==> config.mk <==
export PLATFORM = sky130hd
export DESIGN_NAME = load_store_unit
export DESIGN_NICKNAME = d
export VERILOG_FILES = /design/src/rtl/load_store_unit_pkg.sv /design/src/rtl/load_store_unit_align.sv /design/src/rtl/load_store_unit.sv
export SDC_FILE = /design/constraint.sdc
export NUM_CORES = 1
export LEC_CHECK = 0
export ABC_AREA = 1
export BUFFER_PORTS_ARGS = -buffer_cell sky130_fd_sc_hd__buf_4
export CAP_MARGIN = 25
export CORE_MARGIN = 4
export CORE_UTILIZATION = 30
export CTS_CLUSTER_SIZE = 28
export DETAILED_ROUTE_END_ITERATION = 10
export GPL_TIMING_DRIVEN = 0
export PLACE_DENSITY = 0.48
export SLEW_MARGIN = 20
export SYNTH_ARGS = -nofsm -noshare
export SYNTH_HDL_FRONTEND = slang
export SYNTH_SLANG_ARGS = --single-unit
export TNS_END_PERCENT = 5
==> constraint.sdc <==
create_clock -name clk -period 4.25 [get_ports clk]
set_input_delay 1.275 -clock clk [delete_from_list [all_inputs] [get_ports clk]]
set_output_delay 1.275 -clock clk [all_outputs]
set_load 0.005 [all_outputs]
==> src/rtl/load_store_unit_pkg.sv <==
// Shared types and helpers for the load/store unit.
// Latency: n/a (types and pure functions only).
// Backpressure: n/a.
package load_store_unit_pkg;

  typedef enum logic [2:0] {
    ST_IDLE  = 3'd0,
    ST_READ  = 3'd1,
    ST_WAIT  = 3'd2,
    ST_WRITE = 3'd3,
    ST_RESP  = 3'd4
  } lsu_state_t;

  // RV32I funct3 encodings for loads and stores
  localparam logic [2:0] F3_LB  = 3'd0;
  localparam logic [2:0] F3_LH  = 3'd1;
  localparam logic [2:0] F3_LW  = 3'd2;
  localparam logic [2:0] F3_LBU = 3'd4;
  localparam logic [2:0] F3_LHU = 3'd5;
  localparam logic [2:0] F3_SB  = 3'd0;
  localparam logic [2:0] F3_SH  = 3'd1;
  localparam logic [2:0] F3_SW  = 3'd2;

  // Loads accept 0,1,2,4,5; stores accept 0,1,2.
  function automatic logic f3_supported(input logic we, input logic [2:0] f3);
    if (we) return (f3 <= F3_SW);
    return (f3 != 3'd3) && (f3 <= F3_LHU);
  endfunction

  // Halfwords need addr[0]=0, words need addr[1:0]=0; bytes never misalign.
  function automatic logic f3_misaligned(input logic [2:0] f3, input logic [1:0] lo);
    case (f3[1:0])
      2'b01:   return lo[0];
      2'b10:   return (lo != 2'b00);
      default: return 1'b0;
    endcase
  endfunction

endpackage

==> src/rtl/load_store_unit_align.sv <==
// Lane extract/extend for loads and lane merge for sub-word stores.
// Latency: purely combinational.
// Backpressure: none; outputs follow inputs.
module lsu_align
  import load_store_unit_pkg::*;
(
  input  logic [2:0]  funct3_i,
  input  logic [1:0]  addr_lo_i,
  input  logic [31:0] rword_i,
  input  logic [31:0] wdata_i,
  output logic [31:0] load_data_o,
  output logic [31:0] store_word_o
);

  logic [7:0]  byte_lane;
  logic [15:0] half_lane;

  // Halfword lane only looks at addr[1], so an odd halfword address folds down.
  assign byte_lane = rword_i[{addr_lo_i, 3'b000} +: 8];
  assign half_lane = rword_i[{addr_lo_i[1], 4'b0000} +: 16];

  // Load result: pick the lane, then sign- or zero-extend by funct3
  always_comb begin
    load_data_o = rword_i;
    case (funct3_i)
      F3_LB:   load_data_o = {{24{byte_lane[7]}}, byte_lane};
      F3_LBU:  load_data_o = {24'h0, byte_lane};
      F3_LH:   load_data_o = {{16{half_lane[15]}}, half_lane};
      F3_LHU:  load_data_o = {16'h0, half_lane};
      default: load_data_o = rword_i;
    endcase
  end

  // Store word: overlay the low bits of wdata onto the word just read
  always_comb begin
    store_word_o = rword_i;
    case (funct3_i)
      F3_SB:   store_word_o[{addr_lo_i, 3'b000} +: 8] = wdata_i[7:0];
      F3_SH:   store_word_o[{addr_lo_i[1], 4'b0000} +: 16] = wdata_i[15:0];
      default: store_word_o = wdata_i;
    endcase
  end

endmodule

==> src/rtl/load_store_unit.sv <==
// Data-memory initiator: one load/store in flight, RMW for sub-word stores.
// Latency: bad/unsupported 1, SW 2, loads 3, SB/SH 4 cycles to resp_valid.
// Backpressure: req_ready only in IDLE; optional LSU_MISALIGN_CHECK_EN rejects misaligned H/W.
module load_store_unit
  import load_store_unit_pkg::*;
(
  input  logic        clk,
  input  logic        reset_n,
  input  logic        req_valid,
  output logic        req_ready,
  input  logic        req_we,
  input  logic [2:0]  req_funct3,
  input  logic [31:0] req_addr,
  input  logic [31:0] req_wdata,
  output logic        resp_valid,
  output logic [31:0] resp_rdata,
  output logic        resp_misaligned,
  output logic [31:0] mem_address,
  output logic [31:0] mem_data_in,
  output logic        mem_w_enable,
  input  logic [31:0] mem_data_out
);

  lsu_state_t  state_q, state_d;
  logic        we_q, we_d;
  logic [2:0]  f3_q, f3_d;
  logic [31:0] addr_q, addr_d;
  logic [31:0] wdata_q, wdata_d;   // SW data, or the merged word for SB/SH
  logic [31:0] rdata_q, rdata_d;
  logic        mis_q, mis_d;
  logic        req_mis;

  logic [31:0] load_data;
  logic [31:0] store_word;

  lsu_align u_align (
    .funct3_i     (f3_q),
    .addr_lo_i    (addr_q[1:0]),
    .rword_i      (mem_data_out),
    .wdata_i      (wdata_q),
    .load_data_o  (load_data),
    .store_word_o (store_word)
  );

`ifdef LSU_MISALIGN_CHECK_EN
  assign req_mis = f3_supported(req_we, req_funct3) && f3_misaligned(req_funct3, req_addr[1:0]);
`else
  assign req_mis = 1'b0;
`endif

  assign resp_rdata      = rdata_q;
  assign resp_misaligned = mis_q;

  // State and request/response registers; reset abandons any request in flight
  always_ff @(posedge clk) begin
    if (!reset_n) begin
      state_q <= ST_IDLE;
      we_q    <= 1'b0;
      f3_q    <= 3'd0;
      addr_q  <= 32'h0;
      wdata_q <= 32'h0;
      rdata_q <= 32'h0;
      mis_q   <= 1'b0;
    end else begin
      state_q <= state_d;
      we_q    <= we_d;
      f3_q    <= f3_d;
      addr_q  <= addr_d;
      wdata_q <= wdata_d;
      rdata_q <= rdata_d;
      mis_q   <= mis_d;
    end
  end

  // Next state, captured data and memory/handshake outputs
  always_comb begin
    state_d      = state_q;
    we_d         = we_q;
    f3_d         = f3_q;
    addr_d       = addr_q;
    wdata_d      = wdata_q;
    rdata_d      = rdata_q;
    mis_d        = mis_q;
    req_ready    = 1'b0;
    resp_valid   = 1'b0;
    mem_address  = 32'h0;
    mem_data_in  = 32'h0;
    mem_w_enable = 1'b0;
    case (state_q)
      ST_IDLE: begin
        req_ready = 1'b1;
        if (req_valid) begin
          we_d    = req_we;
          f3_d    = req_funct3;
          addr_d  = req_addr;
          wdata_d = req_wdata;
          rdata_d = 32'h0;
          mis_d   = req_mis;
          if (req_mis || !f3_supported(req_we, req_funct3)) state_d = ST_RESP;
          else if (req_we && (req_funct3 == F3_SW))         state_d = ST_WRITE;
          else                                              state_d = ST_READ;
        end
      end
      ST_READ: begin
        mem_address = {addr_q[31:2], 2'b00};
        state_d     = ST_WAIT;
      end
      ST_WAIT: begin
        if (we_q) begin
          wdata_d = store_word;
          state_d = ST_WRITE;
        end else begin
          rdata_d = load_data;
          state_d = ST_RESP;
        end
      end
      ST_WRITE: begin
        mem_address  = {addr_q[31:2], 2'b00};
        mem_data_in  = wdata_q;
        mem_w_enable = 1'b1;
        state_d      = ST_RESP;
      end
      ST_RESP: begin
        resp_valid = 1'b1;
        state_d    = ST_IDLE;
      end
      default: state_d = ST_IDLE;
    endcase
  end

endmodule

* Word level (Yosys, flattened, before mapping)
Cells that the tools add are included.
** Word-level totals
- Register bits after elaboration :: 103
- Word-level logic and storage cells :: 65
** Cells by class
- Add/sub/neg operators :: 2
- Magnitude comparators :: 2
- Eq/ne operators :: 13
- Shift-type cells :: 6
- Mux-type cells :: 27
- Reductions and logical operators :: 9
** Operator list (count)
- 32-bit 2-to-1 mux :: 6
- 32-bit case mux with 2 select lines :: 3
- 32-bit case mux with 4 select lines :: 1
- 32-bit bitwise mux :: 2
- 16-bit by 7-bit variable shift with 32-bit output (first input constant) :: 1
- 8-bit by 7-bit variable shift with 32-bit output (first input constant) :: 1
- 16-bit by 7-bit variable part select with 32-bit output :: 1
- 32-bit by 6-bit variable part select with 16-bit output :: 1
- 32-bit by 6-bit variable part select with 8-bit output :: 1
- 8-bit by 7-bit variable part select with 32-bit output :: 1
- 5-bit negator with 7-bit output :: 2
- 3-bit case mux with 4 select lines :: 1
- 1-bit 2-to-1 mux :: 10
- 3-bit by 2-bit equality test with 1-bit output (second input constant) :: 3
- 3-bit equality test (second input constant) :: 3
- 3-bit 2-to-1 mux :: 3
- 3-bit by 1-bit equality test with 1-bit output (second input constant) :: 2
- 3-bit zero test :: 2
- 2-bit inequality test (second input constant) :: 3
- 4-bit AND reduction :: 1
- 3-bit by 2-bit less-or-equal comparator with 1-bit output (second input constant) :: 1
- 3-bit less-or-equal comparator (second input constant) :: 1
- 3-bit by 1-bit inequality test with 1-bit output (second input constant) :: 1
- 3-bit by 2-bit inequality test with 1-bit output (second input constant) :: 1
- 6 further kinds :: 7

* Depth between registers and ports, before layout
- Depth in word-level cells :: 9
- Depth in mapped cells :: 12

* Cells and area by module
A second synthesis with hierarchy kept.
** Unflattened totals
- Cell total of the unflattened synthesis :: 1313
- Area total of the unflattened synthesis :: 7450.9 µm²
** By module, submodules not included
- load_store_unit :: instances 1, cells an instance 755, area each 4973.5 µm², sequential area each 2062.0 µm²
- lsu_align :: instances 1, cells an instance 558, area each 2477.4 µm², sequential area each 0.0 µm²

* Worst setup path after synthesis
Ideal clock, no wire load.
- Path kind :: flip-flop to output port
- Start :: register state_q[1]
- End :: output mem_data_in[10]
- Arrival :: 1106 ps
- Required time :: 2975 ps
- Slack :: 1869 ps
- Stages on the path, launching flop included :: 6
- Buffers on the path :: 1
- Path through :: dfxtp_1 > inv_1 > nor2_1 > inv_1 > clkbuf_1 > nor2_1
** On the way
- Word-level cells in the longest chain between the ends :: 2
** RTL lines
- start, declared :: line load_store_unit.sv:24 : lsu_state_t state_q, state_d;
- start signal, assigned :: line load_store_unit.sv:65 : state_q <= state_d;
- 3-bit by 2-bit equality test with 1-bit output :: line load_store_unit.sv:89 : case (state_q)
- 32-bit 2-to-1 mux :: line load_store_unit.sv:89
- end, declared :: line load_store_unit.sv:19 : output logic [31:0] mem_data_in,
No other way between the ends.

* Final worst setup path
- Start :: register state_q[0]
- End :: output mem_data_in[8]
The elaborated chain is that of the path after synthesis.

==> impl_metrics.py <==
metrics = {
    "placement": {
        "gp_congestion": 0.9317,
        "io_buffer_count": 199,
        "place_worst_setup_slack_ns": 1.278,
        "dp_hpwl_mm": 20.30,
    },
    "timing": {
        "worst_pin_slew_ns": 0.6409,
        "hold_viol": 0,
        "max_freq_mhz": 303.5,
        "slew_headroom": 0.5727,
        "setup_tns_ns": 0,
        "drv_slew": 0,
        "setup_ws_ns": 0.9551,
        "finalCritPeriodShare": 0.7753,
        "skew_ns": 0.01112,
        "rsz0062_at_grt": "false",
        "layout_min_cycle_time_ns": 3.295,
        "setup_viol": 0,
    },
    "layout": {
        "drive_above_1_share": 0.2195,
        "syn2layout_area_growth_pct": 33.59,
        "n_antenna_cell": 0,
        "nets": 1344,
    },
    "floorplan": {
        "core_area_um2": 20360,
        "die_h_um": 152.3,
        "die_area_um2": 23210,
        "die_w_um": 152.3,
        "io_pins": 203,
        "initial_utilization": 0.3069,
        "rows": 52,
    },
    "worst_setup_path": {
        "endpoint_kind": "primary output",
        "crit_family": "simple AND/OR/NAND/NOR gates",
        "crit_chain": "nand2_1 -> nor2_1 -> inv_1 -> clkbuf_1 -> nor2_1 -> buf_4",
        "crit_top_cell": "nor2_1",
        "cp.required_ns": 2.97,
        "reg2reg_depth": 12,
        "cp_num_buf_inv": 3,
        "worstSetupPathType": "reg2out",
        "cp.depth": 6,
        "r2r_setup_slack_ns": 1.33,
        "cp_slowest_cell": "dfxtp_1",
        "slowest_delay_ns": 0.40,
        "critPathMaxFanout": 10,
        "critPathLaunchType": "register",
        "worstPathArrival_ns": 2.02,
    },
    "yosys": {
        "postSynthCellCount": 1024,
        "syn_area_per_cell_um2": 6.103,
        "synth_area_um2": 6250,
        "synth_cell_types": 32,
        "ys_seq_area_frac": 0.3299,
        "synth_warnings": 0,
        "synth_seq_cells": 103,
    },
    "cts": {
        "cts_root_buf": "clkbuf_16",
        "cts.sinks": 103,
        "clk_latency_ns": 0.36,
        "hold_buffers": 0,
        "cts.clk_slew.worst_paths_ns": 0.07,
        "cts_tree": "done",
        "cts_setup_buffers": 0,
        "clk_path_buf_depth": 2,
        "postCtsResizedCells": 0,
        "h-tree-depth": 3,
        "cts_buffers": 9,
    },
    "grt": {
        "grt_pass1_vias": 6922,
        "antenna_found_initial": 0,
        "grt_use_total": 0.2148,
        "grt.overflow.total": 0,
        "grt_pass1_wl_mm": 39.85,
        "grt_max_degree": 17,
    },
    "route": {
        "drtAntennaViolNets": 0,
        "wire_per_inst_um": 17.09,
        "vias": 7164,
        "dr.pass1.iters": 7,
        "wl_met1_mm": 11.53,
        "drt_iter0_drc": 614,
        "top_layer_used": "met4",
        "dr_wl_met3_mm": 1.658,
        "avgViaCountPerCell": 4.748,
        "drc": 0,
        "wl_met2_mm": 12.05,
        "routed_wl_mm": 25.79,
    },
    "worst_hold_path": {
        "hold_class": "reg2reg",
        "whs_path_depth": 2,
    },
    "power": {
        "p_leak_nw": 3.907,
        "p_per_area_nw_per_um2": 336.3,
        "max-vdd-ir-drop_mv": 0.1953,
    },
    "run": {
        "drv_cap": 0,
    },
    "outcome": {
        "status": "completed",
    },
}
==> synthesized netlist by cell type (all sizes together) <==
cell / count / area [µm²]
a21boi: 8 / 60.06
nor2: 186 / 758.2
dfxtp: 103 / 2062
buf: 40 / 229.0
a21oi: 88 / 440.4
nand3b: 1 / 7.510
nand2: 245 / 942.2
a22oi: 1 / 7.510
conb: 1 / 3.750
ha: 5 / 62.56
clkbuf: 26 / 98.84
o22ai: 8 / 50.05
nand3: 66 / 367.9
o21ai: 111 / 566.8
o211ai: 19 / 142.6
o21a: 2 / 15.01
nor3: 6 / 30.03
inv: 108 / 405.4
==> worst reg2reg max path, cell delays in order, from the launching register on <==
cell and delay (ns):
dfxtp_1 0.37, clkbuf_1 0.30, inv_1 0.23, buf_1 0.32
ha_1 0.31, inv_1 0.16, clkbuf_1 0.39, nand3_1 0.23
o21ai_0 0.20, nand2_1 0.07, nand3_1 0.13, nor2_1 0.06
nor2_1 0.08
==> kinds of logic after synthesis <==
logic type / synth area share
other: 0.0006000
buffers and inverters: 0.1173
flip-flops: 0.3299
AO/OA/AOI/OAI: 0.2052
adder cells (fa/ha/maj): 0.01001
AND/OR/NAND/NOR: 0.3369
==> layout by cell type (no fill, tap or decap), drive strengths merged <==
| cell type | count |
|---|---|
| a21boi | 8 |
| a21oi | 88 |
| a22oi | 1 |
| buf | 239 |
| clkbuf | 35 |
| clkinv | 2 |
| clkinvlp | 1 |
| conb | 3 |
| dfxtp | 103 |
| ha | 5 |
| inv | 110 |
| nand2 | 245 |
| nand3 | 66 |
| nand3b | 1 |
| nor2 | 186 |
| nor3 | 6 |
| o211ai | 19 |
| o21a | 2 |
| o21ai | 111 |
| o22ai | 8 |
==> worst paths after layout <==
check                                              from                  endpoint
worst min-delay path            addr_q[15]$_SDFFE_PN0P_   addr_q[15]$_SDFFE_PN0P_
worst min register to register  addr_q[15]$_SDFFE_PN0P_   addr_q[15]$_SDFFE_PN0P_
worst max register to register   addr_q[0]$_SDFFE_PN0P_  wdata_q[13]$_SDFFE_PN0P_
worst max-delay path            state_q[0]$_SDFFE_PN0P_            mem_data_in[8]
==> layout make-up <==
type                       instances  area (µm²)
fill                            2307       12020
multi-input combinational        749        3462
sequential                       103        2062
timing repair buffer             199        1494
inverter                         108       405.4
tap                              270       337.8
buffer                            66       327.8
clock buffer                       9       225.2
clock inverter                     5       35.03
==> power breakdown <==
group | switching [W] | internal [W] | total (W)
Sequential | 0.0000667 | 0.00108 | 0.00115
Clock | 0.000395 | 0.000394 | 0.000789
Combinational | 0.000545 | 0.000327 | 0.000872
==> routing by layer <==
layer  vias up  track usage
met5         -            0
met4         0      0.05736
met3        35      0.04289
met2       242       0.3594
met1      3198       0.2833
li1       3689            -
==> flip-flops by register name, indices dropped and copies added, names as in the netlist <==
| signal | flops |
|---|---|
| wdata_q | 32 |
| resp_rdata | 32 |
| addr_q | 32 |
| f3_q | 3 |
| state_q | 3 |
| we_q | 1 |
==> stage by stage <==
stage               utilization  instances  power [W]  cell area (µm²)  hold slack [ns]
floorplan                     -       1026   0.001690             6257           0.4300
global placement         0.3972       1495   0.002039             8089           0.4410
detailed placement       0.3972       1495   0.002040             8089           0.4464
CTS                      0.4100       1509   0.002834             8349           0.4572
global route             0.4100       1509   0.002991             8349           0.4726
finish                   0.4100       1509   0.002808             8349           0.4508
Power figures use the tool's default switching activity.
